[src/rtl/race_pkg.sv]
// Shared types and defaults for the two-lane drag-race tree sequencer.
package race_pkg;

   typedef enum logic [1:0] {
      StIdle,
      StAmber,
      StGreen,
      StDone
   } race_state_e;

   localparam int unsigned LANE_LEFT  = 0;
   localparam int unsigned LANE_RIGHT = 1;

   localparam int unsigned DefaultNBits  = 16;
   localparam int unsigned DefaultNAmber = 3;

   // Width of the amber index register; at least one bit even for a single amber.
   function automatic int unsigned amber_idx_width(input int unsigned n_amber);
      return (n_amber > 1) ? $clog2(n_amber) : 1;
   endfunction

endpackage

[src/rtl/lane_reaction_counter.sv]
// Per-lane foul detection, saturating reaction counter and result latch.
module lane_reaction_counter
   import race_pkg::*;
#(
   parameter int unsigned NBits = DefaultNBits
) (
   input  logic             clk_i,
   input  logic             rst_ni,
   input  logic             clear_i,
   input  logic             amber_i,
   input  logic             green_i,
   input  logic             go_i,
   output logic [NBits-1:0] react_o,
   output logic             foul_o,
   output logic             noshow_o,
   output logic             resolved_o
);

   localparam logic [NBits-1:0] CntMax = '1;

   logic [NBits-1:0] cnt_q, cnt_d, cnt_inc;
   logic             foul_q, foul_d;
   logic             noshow_q, noshow_d;
   logic             res_q, res_d;

   always_comb begin
      cnt_d    = cnt_q;
      foul_d   = foul_q;
      noshow_d = noshow_q;
      res_d    = res_q;
      cnt_inc  = cnt_q + NBits'(1);
      if (clear_i) begin
         cnt_d    = '0;
         foul_d   = 1'b0;
         noshow_d = 1'b0;
         res_d    = 1'b0;
      end else if (!res_q) begin
         if (amber_i && go_i) begin
            foul_d = 1'b1;
            res_d  = 1'b1;
            cnt_d  = CntMax;
         end else if (green_i) begin
            if (go_i) begin
               res_d = 1'b1;
            end else begin
               // Reaching the saturation value ends the lane as a no-show.
               cnt_d = cnt_inc;
               if (cnt_inc == CntMax) begin
                  noshow_d = 1'b1;
                  res_d    = 1'b1;
               end
            end
         end
      end
   end

   always_ff @(posedge clk_i or negedge rst_ni) begin
      if (!rst_ni) begin
         cnt_q    <= '0;
         foul_q   <= 1'b0;
         noshow_q <= 1'b0;
         res_q    <= 1'b0;
      end else begin
         cnt_q    <= cnt_d;
         foul_q   <= foul_d;
         noshow_q <= noshow_d;
         res_q    <= res_d;
      end
   end

   assign react_o    = cnt_q;
   assign foul_o     = foul_q;
   assign noshow_o   = noshow_q;
   assign resolved_o = res_q;

endmodule

[src/rtl/race_tree_sequencer.sv]
// Two-lane drag-race tree: amber countdown, false-start detection, reaction timing, winner.
// Define PRO_TREE_EN to collapse the ambers into one all-lit interval.
module race_tree_sequencer
   import race_pkg::*;
#(
   parameter int unsigned NBits  = DefaultNBits,
   parameter int unsigned NAmber = DefaultNAmber
) (
   input  logic              clk_i,
   input  logic              rst_ni,
   input  logic              start_i,
   input  logic              tick_i,
   input  logic              left_go_i,
   input  logic              right_go_i,
   output logic              timer_reset_o,
   output logic              timer_enable_o,
   output logic [NAmber-1:0] amber_o,
   output logic              green_o,
   output logic              red_left_o,
   output logic              red_right_o,
   output logic              win_left_o,
   output logic              win_right_o,
   output logic [NBits-1:0]  react_left_o,
   output logic [NBits-1:0]  react_right_o,
   output logic              done_o
);

   localparam int unsigned      AmbW    = amber_idx_width(NAmber);
   localparam logic [AmbW-1:0]  AmbLast = AmbW'(NAmber - 1);

   race_state_e      state_q, state_d;
   logic [AmbW-1:0]  amb_q, amb_d;
   logic             win_l_q, win_l_d, win_r_q, win_r_d;
   logic             clear;
   logic             foul_l, foul_r, noshow_l, noshow_r, res_l, res_r;
   logic             clean_l, clean_r;

   assign clean_l = !foul_l && !noshow_l;
   assign clean_r = !foul_r && !noshow_r;

   always_comb begin
      state_d = state_q;
      amb_d   = amb_q;
      win_l_d = win_l_q;
      win_r_d = win_r_q;
      clear   = 1'b0;
      unique case (state_q)
         StIdle, StDone: begin
            if (start_i) begin
               state_d = StAmber;
               amb_d   = '0;
               win_l_d = 1'b0;
               win_r_d = 1'b0;
               clear   = 1'b1;
            end
         end
         StAmber: begin
            if (tick_i) begin
`ifdef PRO_TREE_EN
               state_d = StGreen;
`else
               if (amb_q == AmbLast) state_d = StGreen;
               else amb_d = amb_q + AmbW'(1);
`endif
            end
         end
         StGreen: begin
            if (res_l && res_r) begin
               state_d = StDone;
               // Two clean lanes race on count; otherwise only a clean lane can win.
               if (clean_l && clean_r) begin
                  win_l_d = (react_left_o <= react_right_o);
                  win_r_d = (react_right_o <= react_left_o);
               end else begin
                  win_l_d = clean_l;
                  win_r_d = clean_r;
               end
            end
         end
         default: state_d = StIdle;
      endcase
   end

   always_ff @(posedge clk_i or negedge rst_ni) begin
      if (!rst_ni) begin
         state_q <= StIdle;
         amb_q   <= '0;
         win_l_q <= 1'b0;
         win_r_q <= 1'b0;
      end else begin
         state_q <= state_d;
         amb_q   <= amb_d;
         win_l_q <= win_l_d;
         win_r_q <= win_r_d;
      end
   end

   always_comb begin
      timer_reset_o  = (state_q == StIdle) || (state_q == StDone);
      timer_enable_o = (state_q == StAmber);
      green_o        = (state_q == StGreen);
      done_o         = (state_q == StDone);
      amber_o        = '0;
      if (state_q == StAmber) begin
`ifdef PRO_TREE_EN
         amber_o = '1;
`else
         amber_o = NAmber'(1) << amb_q;
`endif
      end
   end

   assign win_left_o  = win_l_q;
   assign win_right_o = win_r_q;
   assign red_left_o  = foul_l;
   assign red_right_o = foul_r;

   lane_reaction_counter #(.NBits(NBits)) u_lane_left (
      .clk_i      (clk_i),
      .rst_ni     (rst_ni),
      .clear_i    (clear),
      .amber_i    (state_q == StAmber),
      .green_i    (state_q == StGreen),
      .go_i       (left_go_i),
      .react_o    (react_left_o),
      .foul_o     (foul_l),
      .noshow_o   (noshow_l),
      .resolved_o (res_l)
   );

   lane_reaction_counter #(.NBits(NBits)) u_lane_right (
      .clk_i      (clk_i),
      .rst_ni     (rst_ni),
      .clear_i    (clear),
      .amber_i    (state_q == StAmber),
      .green_i    (state_q == StGreen),
      .go_i       (right_go_i),
      .react_o    (react_right_o),
      .foul_o     (foul_r),
      .noshow_o   (noshow_r),
      .resolved_o (res_r)
   );

endmodule

[config.mk]
export PLATFORM = sky130hd
export DESIGN_NAME = race_tree_sequencer
export DESIGN_NICKNAME = d
export VERILOG_FILES = /design/src/rtl/race_pkg.sv /design/src/rtl/lane_reaction_counter.sv /design/src/rtl/race_tree_sequencer.sv
export SDC_FILE = /design/constraint.sdc
export NUM_CORES = 1
export LEC_CHECK = 0
export ABC_AREA = 1
export CAP_MARGIN = 20
export CORE_ASPECT_RATIO = 0.6
export CORE_MARGIN = 3
export CORE_UTILIZATION = 55
export CTS_BUF_LIST = sky130_fd_sc_hd__clkbuf_16
export CTS_CLUSTER_DIAMETER = 50
export DETAILED_ROUTE_END_ITERATION = 8
export GPL_TIMING_DRIVEN = 0
export PLACE_DENSITY = 0.81
export RECOVER_POWER = 25
export REMOVE_ABC_BUFFERS = 1
export SLEW_MARGIN = 20
export SYNTH_ARGS = -nofsm -noshare
export SYNTH_HDL_FRONTEND = slang
export SYNTH_SLANG_ARGS = --single-unit
[constraint.sdc]
create_clock -name clk_i -period 1.9 [get_ports clk_i]
set_input_delay 0.38 -clock clk_i [delete_from_list [all_inputs] [get_ports clk_i]]
set_output_delay 0.38 -clock clk_i [all_outputs]
set_load 0.02 [all_outputs]
==> metrics.log, run 1 <==
[metrics] result of the run: complete, but fails checks
[metrics] violations in the final reports: negative setup slack
[metrics] arrival time at the worst endpoint: 2.15 ns
[metrics] Distinct cells, synth: 31
[metrics] total power divided by cell area: 1574 mW/mm^2
[metrics] share of total power consumed by net switching: 0.5034
[metrics] final hold slack: 0.2142 ns
[metrics] Chip Width: 105.2 um
[metrics] Least-Margin Pin Slew: 0.9513 ns
[metrics] crit path from: u_lane_left.react_o[1]$_DFFE_PN0P_
[metrics] switching power: 3389 uW
[metrics] Critical Path Fanout Max: 7
[metrics] wire length of the first global-routing pass: 15520 um
[metrics] remaining design rule violation count: 0
[metrics] later-pin clock latency in the skew report: 0.29 ns
[metrics] Detail Route Antenna Nets: 0
[metrics] xor and xnor area share after synthesis: 0.002696
[metrics] Clock H-tree levels: 2
[metrics] Pins Over Slew Limit: 0
[metrics] Hold Violations, Final: 0
[metrics] leakage power: 0.001945 uW
[metrics] core area: 0.005380 mm^2
[metrics] Hold Path Class: in -> async
[metrics] share of synthesized area occupied by flip-flops and latches: 0.3390
[metrics] final non-filler cell total: 619
[metrics] total CTS buffers: 5
[metrics] critical path endpoint: u_lane_left.resolved_o$_DFF_PN0_
[metrics] Logic pwr share: 0.618
[metrics] ratio of cells with drive above 1 in the final layout: 0.1661
[metrics] total standard cell area after synthesis: 0.003248 mm^2
[metrics] slew margin rel.: 0.3658
[metrics] post-synthesis compound-gate area fraction: 0.1710
[metrics] multiplexer share of the synthesized area: 0
[metrics] simple-gate share of the synthesized area: 0.2939
[metrics] antenna violations before repair: 0
[metrics] count of clock tree sinks: 44
[metrics] most frequent cells in the layout: sky130_fd_sc_hd__nand2_1 (124), sky130_fd_sc_hd__inv_1 (62), sky130_fd_sc_hd__o21ai_0 (43), sky130_fd_sc_hd__clkdlybuf4s50_1 (40), sky130_fd_sc_hd__nor2_1 (36)
[metrics] clock network power share: 0.125
[metrics] total grt overflow: 0
[metrics] critical path launch point type: register
[metrics] global placement routability congestion: 0.9687
[metrics] routed length per placed instance: 16.41 um
[metrics] Via-to-Cell Ratio: 5.835
[metrics] clock tree from TritonCTS: done
[metrics] most common cell after layout, fill and taps aside: sky130_fd_sc_hd__nand2_1
[metrics] root buffer cell: sky130_fd_sc_hd__clkbuf_16
[metrics] worst setup slack after layout: -0.03594 ns
[metrics] Final Core Density: 0.7949
[metrics] floorplan die height: 65.53 um
[metrics] worst clock skew: 0.007872 ns
[metrics] synthesized area per cell: 6.867 um^2
[metrics] clock edge transition at the registers on the reported setup and hold paths: 0.06 ns
[metrics] fraction of power consumed by sequential logic: 0.257
[metrics] setup repair after global routing missed its margin: true
[metrics] number of buffers added to fix hold violations after cts: 0
[metrics] Area Growth Syn to Fin: 31.66%
[metrics] number of global-route vias before repair: 3195
[metrics] Final Cycle Share: 1.019
[metrics] Cells after DPL: 592
[metrics] data required time of the critical path: 2.11 ns
[metrics] dominant combinational cell family by area after synthesis: simple AND/OR/NAND/NOR gates
[metrics] Total GRT Usage: 0.2814
[metrics] clock period minus final worst setup slack: 1.936 ns
[metrics] buffers added on ports: 48
[metrics] clk buf depth: 2
[metrics] n_diodes: 0
[metrics] internal power of the cells: 3343 uW
[metrics] startpoint of the worst-slack reg-to-reg timing path: u_lane_left.react_o[1]$_DFFE_PN0P_
[metrics] R2R Setup Slk: -0.04 ns
[metrics] kind of critical path: reg -> reg
[metrics] crit path capture type: register
[metrics] post-synthesis sequential element count: 44
[metrics] pin count of the biggest net entering global routing: 30
[metrics] floorplan row count: 20
[metrics] First-pass DRT Iterations: 5
[metrics] total of max-cap violations: 0
[metrics] Reg-to-Reg End: u_lane_left.resolved_o$_DFF_PN0_
[metrics] IO Pins: 49
[metrics] estimated wirelength of the detail-placed design: 6814 um
[metrics] Max Fclk: 516.5 MHz
[metrics] Setup WS pre-CTS: -0.9407 ns
[metrics] length in cells of the worst reg-to-reg path: 13
[metrics] detailed router's first-iteration violation count: 295
[metrics] yosys synthesis warning count: 0
[metrics] die area: 0.006894 mm^2
[metrics] Initial Util: 0.6037
[metrics] DR vias: 3612
[metrics] synthesized netlist cell count: 473
[metrics] count of endpoints failing setup in the final report: 2
[metrics] Max IR drop VDD: 1.494 mV
[metrics] detailed-route wire length: 10160 um
[metrics] Post-Synth Adder-Cell Area: 0.1040
[metrics] final layout net count: 574
## critical path, stage by stage (launching register included)
cell	delay, ns
sky130_fd_sc_hd__dfrtp_2	0.46
sky130_fd_sc_hd__ha_4	0.21
sky130_fd_sc_hd__inv_1	0.05
sky130_fd_sc_hd__nand2_1	0.08
sky130_fd_sc_hd__nand2_1	0.07
sky130_fd_sc_hd__nor2_2	0.10
sky130_fd_sc_hd__nand2_1	0.09
sky130_fd_sc_hd__nor2_2	0.13
sky130_fd_sc_hd__nand3_1	0.08
sky130_fd_sc_hd__nor2_1	0.13
sky130_fd_sc_hd__nand3_2	0.11
sky130_fd_sc_hd__nand2_1	0.08
sky130_fd_sc_hd__nand2_1	0.09
sky130_fd_sc_hd__a21oi_2	0.18
## cell type report
| class | count | area [um^2] |
|---|---|---|
| multi-input cells | 353 | 2047 |
| flip-flops and latches | 44 | 1116 |
| fillers | 375 | 1104 |
| repair buffers | 68 | 608.1 |
| inverters | 69 | 272.8 |
| clock buffers | 5 | 125.1 |
| well taps | 77 | 96.34 |
| clock inverters | 3 | 11.26 |
## power groups by stage
stage	Combinational (uW)	Clock, uW	Sequential (uW)
6_report	4160	840	1730
5_1_grt	4550	878	1760
4_1_cts	3700	835	1670
3_5_place_dp	3490	0	1680
3_3_place_gp	3390	0	1660
2_1_floorplan	1970	0	1880
## worst min-delay path by stage
stage | endpoint | cells past startpoint | slack (ns)
6_report | u_lane_left.react_o[8]$_DFFE_PN0P_ | 1 | 0.21
5_1_grt | u_lane_left.react_o[8]$_DFFE_PN0P_ | 1 | 0.28
4_1_cts | u_lane_left.react_o[8]$_DFFE_PN0P_ | 1 | 0.04
3_5_place_dp | u_lane_left.react_o[8]$_DFFE_PN0P_ | 1 | 0.34
3_3_place_gp | win_left_o$_DFFE_PN0P_ | 2 | 0.47
2_1_floorplan | amb_q[0]$_DFFE_PN0P_ | 0 | 0.08
## metrics by stage
step	power, uW	setup TNS, ns	cell area (um^2)
after floorplan	3850	-5.729	3217
after global placement	5050	-61.51	3794
after detailed placement	5165	-25.06	3809
after CTS	6212	0	4071
after global routing	7187	-0.3381	4277
final	6732	-0.07059	4277
## Yosys cell counts
master	number	share of area
sky130_fd_sc_hd__ha_1	27	0.10
sky130_fd_sc_hd__buf_2	3	0.0046
sky130_fd_sc_hd__a21boi_0	1	0.0023
sky130_fd_sc_hd__nand2_1	128	0.15
sky130_fd_sc_hd__dfrtp_1	44	0.34
sky130_fd_sc_hd__nand2_2	4	0.0077
sky130_fd_sc_hd__clkbuf_1	3	0.0035
sky130_fd_sc_hd__inv_2	1	0.0012
sky130_fd_sc_hd__nand3_2	1	0.0031
sky130_fd_sc_hd__o211ai_2	1	0.0039
sky130_fd_sc_hd__nor2_4	1	0.0035
sky130_fd_sc_hd__o21ai_1	2	0.0031
sky130_fd_sc_hd__o21ai_2	1	0.0027
sky130_fd_sc_hd__a41oi_1	1	0.0027
sky130_fd_sc_hd__nand3_1	31	0.048
sky130_fd_sc_hd__o22ai_1	14	0.027
sky130_fd_sc_hd__nor2_2	7	0.013
sky130_fd_sc_hd__nor2_1	42	0.049
sky130_fd_sc_hd__nor3_1	1	0.0015
sky130_fd_sc_hd__a32oi_1	1	0.0027
sky130_fd_sc_hd__nand4_1	9	0.017
sky130_fd_sc_hd__o21a_1	2	0.0046
sky130_fd_sc_hd__a21oi_2	1	0.0027
sky130_fd_sc_hd__clkbuf_2	1	0.0015
sky130_fd_sc_hd__o21ai_0	46	0.071
sky130_fd_sc_hd__inv_1	68	0.079
sky130_fd_sc_hd__xor2_1	1	0.0027
sky130_fd_sc_hd__a21oi_1	27	0.042
sky130_fd_sc_hd__o211ai_1	2	0.0046
sky130_fd_sc_hd__a211oi_1	1	0.0023
sky130_fd_sc_hd__nor3_2	1	0.0031
## per-layer routing
layer	routed length, um	share of wire	track usage	vias to the layer above
met1	4623	0.46	0.4096	1672
met3	971	0.096	0.05397	22
met2	4403	0.43	0.4357	220
met4	159	0.016	0.06056	0
li1	-	-	-	1698
met5	0	0	0	-
## sequential cells by signal (all words and copies together), names as in the netlist, 2 cells and up
name and count:
amb_q 2, state_q 2, u_lane_left.react_o 16, u_lane_right.react_o 16
## logic make-up (layout without fill, tap and decap cells)
group,count (synthesis),in the layout
AND/OR/NAND/NOR,225,225
AO/OA/AOI/OAI,100,100
buffers and inverters,76,145
flip-flops,44,44
adder cells (fa/ha/maj),27,27
XOR/XNOR,1,1
## timing repair
item	in CTS	in global routing
gates resized for setup	28	50
setup endpoints to repair	42	34
setup buffers	7	12
pin swaps	3	8
Power figures use the tool's default switching activity.
==> inputs of run 2 (changes only) <==
Settings changed: ABC_AREA 1 to default, CORE_ASPECT_RATIO 0.6 to 0.8.
==> run 2 against run 1 <==
  * Critical endpoint unchanged
  * Worst hold slack better by 0.094 ns
  * Die area is 0.67% lower
  * Highest routed layer unchanged
  * Combinational power is 52% higher
  * The run ends with design-rule violations, negative setup slack left
==> metrics.log, run 2 <==
[metrics] worst clock skew: 0.01160 ns (was 0.007872 ns)
[metrics] antenna violations before repair: 0 (unchanged)
[metrics] data required time of the critical path: 2.09 ns (was 2.11 ns)
[metrics] Setup WS pre-CTS: -1.394 ns (was -0.9407 ns)
[metrics] count of clock tree sinks: 44 (unchanged)
[metrics] met2 capacity usage during global routing: 0.5547 (was 0.4357)
[metrics] count of endpoints failing setup in the final report: 21 (was 2)
[metrics] internal power of the cells: 4689 uW (was 3343 uW)
[metrics] synthesized area per cell: 8.215 um^2 (was 6.867 um^2)
[metrics] Max IR drop VDD: 1.197 mV (was 1.494 mV)
[metrics] final layout net count: 530 (was 574)
[metrics] Distinct cells, synth: 54 (was 31)
[metrics] routed length per placed instance: 25.73 um (was 16.41 um)
[metrics] Initial Util: 0.5827 (was 0.6037)
[metrics] clock tree from TritonCTS: done (unchanged)
[metrics] kind of critical path: reg -> reg (unchanged)
[metrics] ratio of cells with drive above 1 in the final layout: 0.3755 (was 0.1661)
[metrics] GR met1 Demand/Resource: 0.4480 (was 0.4096)
[metrics] most common cell after layout, fill and taps aside: sky130_fd_sc_hd__buf_4 (was sky130_fd_sc_hd__nand2_1)
[metrics] worst setup slack after layout: -0.3042 ns (was -0.03594 ns)
[metrics] total CTS buffers: 5 (unchanged)
[metrics] buffers added on ports: 48 (unchanged)
[metrics] R2R Setup Slk: -0.30 ns (was -0.04 ns)
[metrics] number of global-route vias before repair: 3599 (was 3195)
[metrics] Detail Route Antenna Nets: 0 (unchanged)
[metrics] later-pin clock latency in the skew report: 0.30 ns (was 0.29 ns)
[metrics] switching power: 4601 uW (was 3389 uW)
[metrics] Hold Path Class: in -> async (unchanged)
[metrics] most frequent cells in the layout: sky130_fd_sc_hd__buf_4 (57), sky130_fd_sc_hd__a21oi_1 (40), sky130_fd_sc_hd__nor2_1 (38), sky130_fd_sc_hd__clkdlybuf4s50_1 (34), sky130_fd_sc_hd__nand2_1 (27) (was sky130_fd_sc_hd__nand2_1 (124), sky130_fd_sc_hd__inv_1 (62), sky130_fd_sc_hd__o21ai_0 (43), sky130_fd_sc_hd__clkdlybuf4s50_1 (40), sky130_fd_sc_hd__nor2_1 (36))
[metrics] estimated wirelength of the detail-placed design: 6313 um (was 6814 um)
[metrics] total of max-cap violations: 0 (unchanged)
[metrics] DR vias: 4296 (was 3612)
[metrics] cells taking the most area after synthesis: sky130_fd_sc_hd__dfrtp_1 (34%), sky130_fd_sc_hd__ha_1 (10%), sky130_fd_sc_hd__a21oi_1 (6.6%), sky130_fd_sc_hd__nor2_1 (4.8%), sky130_fd_sc_hd__a311oi_1 (4.3%) (was sky130_fd_sc_hd__dfrtp_1 (34%), sky130_fd_sc_hd__nand2_1 (15%), sky130_fd_sc_hd__ha_1 (10%), sky130_fd_sc_hd__inv_1 (7.9%), sky130_fd_sc_hd__o21ai_0 (7.1%))
[metrics] setup repair after global routing missed its margin: true (unchanged)
[metrics] post-synthesis sequential element count: 44 (unchanged)
[metrics] synthesized netlist cell count: 394 (was 473)
[metrics] main flop type after synthesis: sky130_fd_sc_hd__dfrtp_1 (unchanged)
[metrics] result of the run: complete, but fails checks (unchanged)
[metrics] arrival time at the worst endpoint: 2.39 ns (was 2.15 ns)
[metrics] n_diodes: 0 (unchanged)
[metrics] post-synthesis async set-or-reset flop share: 1.000 (unchanged)
[metrics] most common library cells after synthesis: sky130_fd_sc_hd__dfrtp_1 (44), sky130_fd_sc_hd__a21oi_1 (43), sky130_fd_sc_hd__nor2_1 (41) (was sky130_fd_sc_hd__nand2_1 (128), sky130_fd_sc_hd__inv_1 (68), sky130_fd_sc_hd__o21ai_0 (46))
[metrics] Hold Violations, Final: 0 (unchanged)
[metrics] floorplan die height: 74.62 um (was 65.53 um)
[metrics] share of synthesized area occupied by flip-flops and latches: 0.3402 (was 0.3390)
[metrics] Max Fclk: 453.7 MHz (was 516.5 MHz)
[metrics] startpoint of the worst-slack reg-to-reg timing path: u_lane_left.react_o[7]$_DFFE_PN0P_ (was u_lane_left.react_o[1]$_DFFE_PN0P_)
[metrics] crit path capture type: register (unchanged)
[metrics] most frequent cell after synthesis: sky130_fd_sc_hd__dfrtp_1 (was sky130_fd_sc_hd__nand2_1)
[metrics] wire length of the first global-routing pass: 18040 um (was 15520 um)
[metrics] violations in the final reports: design-rule violations, negative setup slack (was negative setup slack)
[metrics] Total GRT Usage: 0.3364 (was 0.2814)
[metrics] core area: 0.005555 mm^2 (was 0.005380 mm^2)
[metrics] top-area cell type share of the netlist area: 0.3402 (was 0.3390)
[metrics] global placement routability congestion: 0.9111 (was 0.9687)
[metrics] fraction of power consumed by sequential logic: 0.207 (was 0.257)
[metrics] clk buf depth: 2 (unchanged)
[metrics] total grt overflow: 0 (unchanged)
[metrics] pin count of the biggest net entering global routing: 35 (was 30)
[metrics] Via-to-Cell Ratio: 7.458 (was 5.835)
[metrics] number of flops mapped to enable cells by yosys: 0 (unchanged)
[metrics] total standard cell area after synthesis: 0.003237 mm^2 (was 0.003248 mm^2)
[metrics] clock period minus final worst setup slack: 2.204 ns (was 1.936 ns)
[metrics] clock network power share: 0.110 (was 0.125)
[metrics] Reg-to-Reg End: u_lane_left.resolved_o$_DFF_PN0_ (unchanged)
[metrics] routing layer with the top usage in global route: met2 (unchanged)
[metrics] clock edge transition at the registers on the reported setup and hold paths: 0.07 ns (was 0.06 ns)
[metrics] share of total power consumed by net switching: 0.4952 (was 0.5034)
[metrics] Final Cycle Share: 1.160 (was 1.019)
[metrics] met3 track demand over resource: 0.05794 (was 0.05397)
[metrics] detailed-route wire length: 14820 um (was 10160 um)
[metrics] Critical Path Fanout Max: 4 (was 7)
[metrics] floorplan row count: 24 (was 20)
[metrics] detailed router's first-iteration violation count: 760 (was 295)
[metrics] total power divided by cell area: 1856 mW/mm^2 (was 1574 mW/mm^2)
[metrics] Pins Over Slew Limit: 0 (unchanged)
[metrics] Area Growth Syn to Fin: 54.62% (was 31.66%)
[metrics] IO Pins: 49 (unchanged)
[metrics] Setup TNS Final: -1.905 ns (was -0.07059 ns)
[metrics] slew margin rel.: 0.1979 (was 0.3658)
[metrics] leakage power: 0.002126 uW (was 0.001945 uW)
[metrics] number of buffers added to fix hold violations after cts: 0 (unchanged)
[metrics] First-pass DRT Iterations: 9 (was 5)
[metrics] remaining design rule violation count: 25 (was 0)
[metrics] Chip Width: 91.77 um (was 105.2 um)
[metrics] die area: 0.006847 mm^2 (was 0.006894 mm^2)
[metrics] Least-Margin Pin Slew: 1.203 ns (was 0.9513 ns)
[metrics] length in cells of the worst reg-to-reg path: 7 (was 13)
[metrics] cell accounting for the most synthesized area: sky130_fd_sc_hd__dfrtp_1 (unchanged)
[metrics] Logic pwr share: 0.682 (was 0.618)
[metrics] Clock H-tree levels: 2 (unchanged)
[metrics] yosys synthesis warning count: 0 (unchanged)
[metrics] root buffer cell: sky130_fd_sc_hd__clkbuf_16 (unchanged)
[metrics] critical path launch point type: register (unchanged)
## run 2: changes by cell type in the layout (fill, tap and decap cells not counted), sizes merged, moves of 9 or more
cell,delta
o22ai,-10
nand3,-18
inv,-42
nand2,-95
nor3,+13
nand2b,+9
nor2,-9
buf,+51
a311oi,+16
o21ai,-31
a21oi,+16
## run 2: layout make-up
type                    instances  area [um^2]
repair buffers                118         1044
fillers                       209        550.5
inverters                      26        97.59
flip-flops and latches         44         1134
clock buffers                   5        125.1
multi-input cells             302         2465
clock inverters                 3        42.54
well taps                      78        97.59
## run 2: layer usage
| layer | wire length [um] | vias up | part of all wire |
|---|---|---|---|
| met3 | 2059 | 154 | 0.14 |
| met5 | 0 | - | 0 |
| li1 | - | 1650 | - |
| met4 | 1096 | 0 | 0.074 |
| met2 | 6472 | 502 | 0.44 |
| met1 | 5190 | 1990 | 0.35 |
## run 2: power groups by stage
stage / Clock (uW) / Combinational, uW / Sequential, uW
after floorplan: 0 / 2030 / 2130
after global placement: 0 / 3530 / 1940
after detailed placement: 0 / 3680 / 1950
after CTS: 1010 / 4980 / 1850
after global routing: 1050 / 6560 / 1940
final: 1030 / 6340 / 1930
## run 2: metrics by stage
stage,area (um^2),util,hold WS [ns],total power (uW),cells
final,5005,0.9009,0.3083,9290,576
after global routing,5005,0.9009,0.3566,9554,576
after CTS,4662,0.8392,0.06247,7829,560
after detailed placement,3724,0.6703,0.3738,5625,499
after global placement,3707,0.6673,0.4632,5473,498
after floorplan,3129,-,0.08441,4154,372
## run 2: cell families after synthesis
kind of cell / share of synthesized area
compound gates: 0.2300
fa+ha+maj: 0.1044
buf+inv: 0.06339
flops: 0.3402
mux: 0.003093
xor+xnor: 0.01623
simple gates: 0.2428
## run 2: how the worst max path moves through the flow
stage                                              from                              endpoint  slack [ns]  cells after the start
detailed placement               state_q[1]$_DFFE_PN0P_  u_lane_right.react_o[10]$_DFFE_PN0P_       -1.39                      7
floorplan                        state_q[1]$_DFFE_PN0P_  u_lane_right.react_o[10]$_DFFE_PN0P_       -0.60                      7
finish               u_lane_left.react_o[7]$_DFFE_PN0P_      u_lane_left.resolved_o$_DFF_PN0_       -0.30                      7
global placement                 state_q[1]$_DFFE_PN0P_  u_lane_right.react_o[10]$_DFFE_PN0P_       -1.39                      7
CTS                 u_lane_right.react_o[8]$_DFFE_PN0P_                win_left_o$_DFFE_PN0P_       -0.12                      7
global route        u_lane_right.react_o[0]$_DFFE_PN0P_     u_lane_right.resolved_o$_DFF_PN0_       -0.30                      8
## run 2: repair_timing
item / 4_1_cts / 5_1_grt
gates resized for setup: 103 / 55
pin swaps: 36 / 22
buffers inserted: 54 / 16
endpoints found under the setup margin: 49 / 48
## run 2: worst max-delay path, cell delays in order, from the launching register on
cell	delay [ns]
sky130_fd_sc_hd__dfrtp_1	0.38
sky130_fd_sc_hd__buf_4	0.13
sky130_fd_sc_hd__nand4_1	0.13
sky130_fd_sc_hd__buf_6	0.16
sky130_fd_sc_hd__nor3_2	0.29
sky130_fd_sc_hd__a31oi_1	0.16
sky130_fd_sc_hd__or4_4	0.60
sky130_fd_sc_hd__o41ai_4	0.24
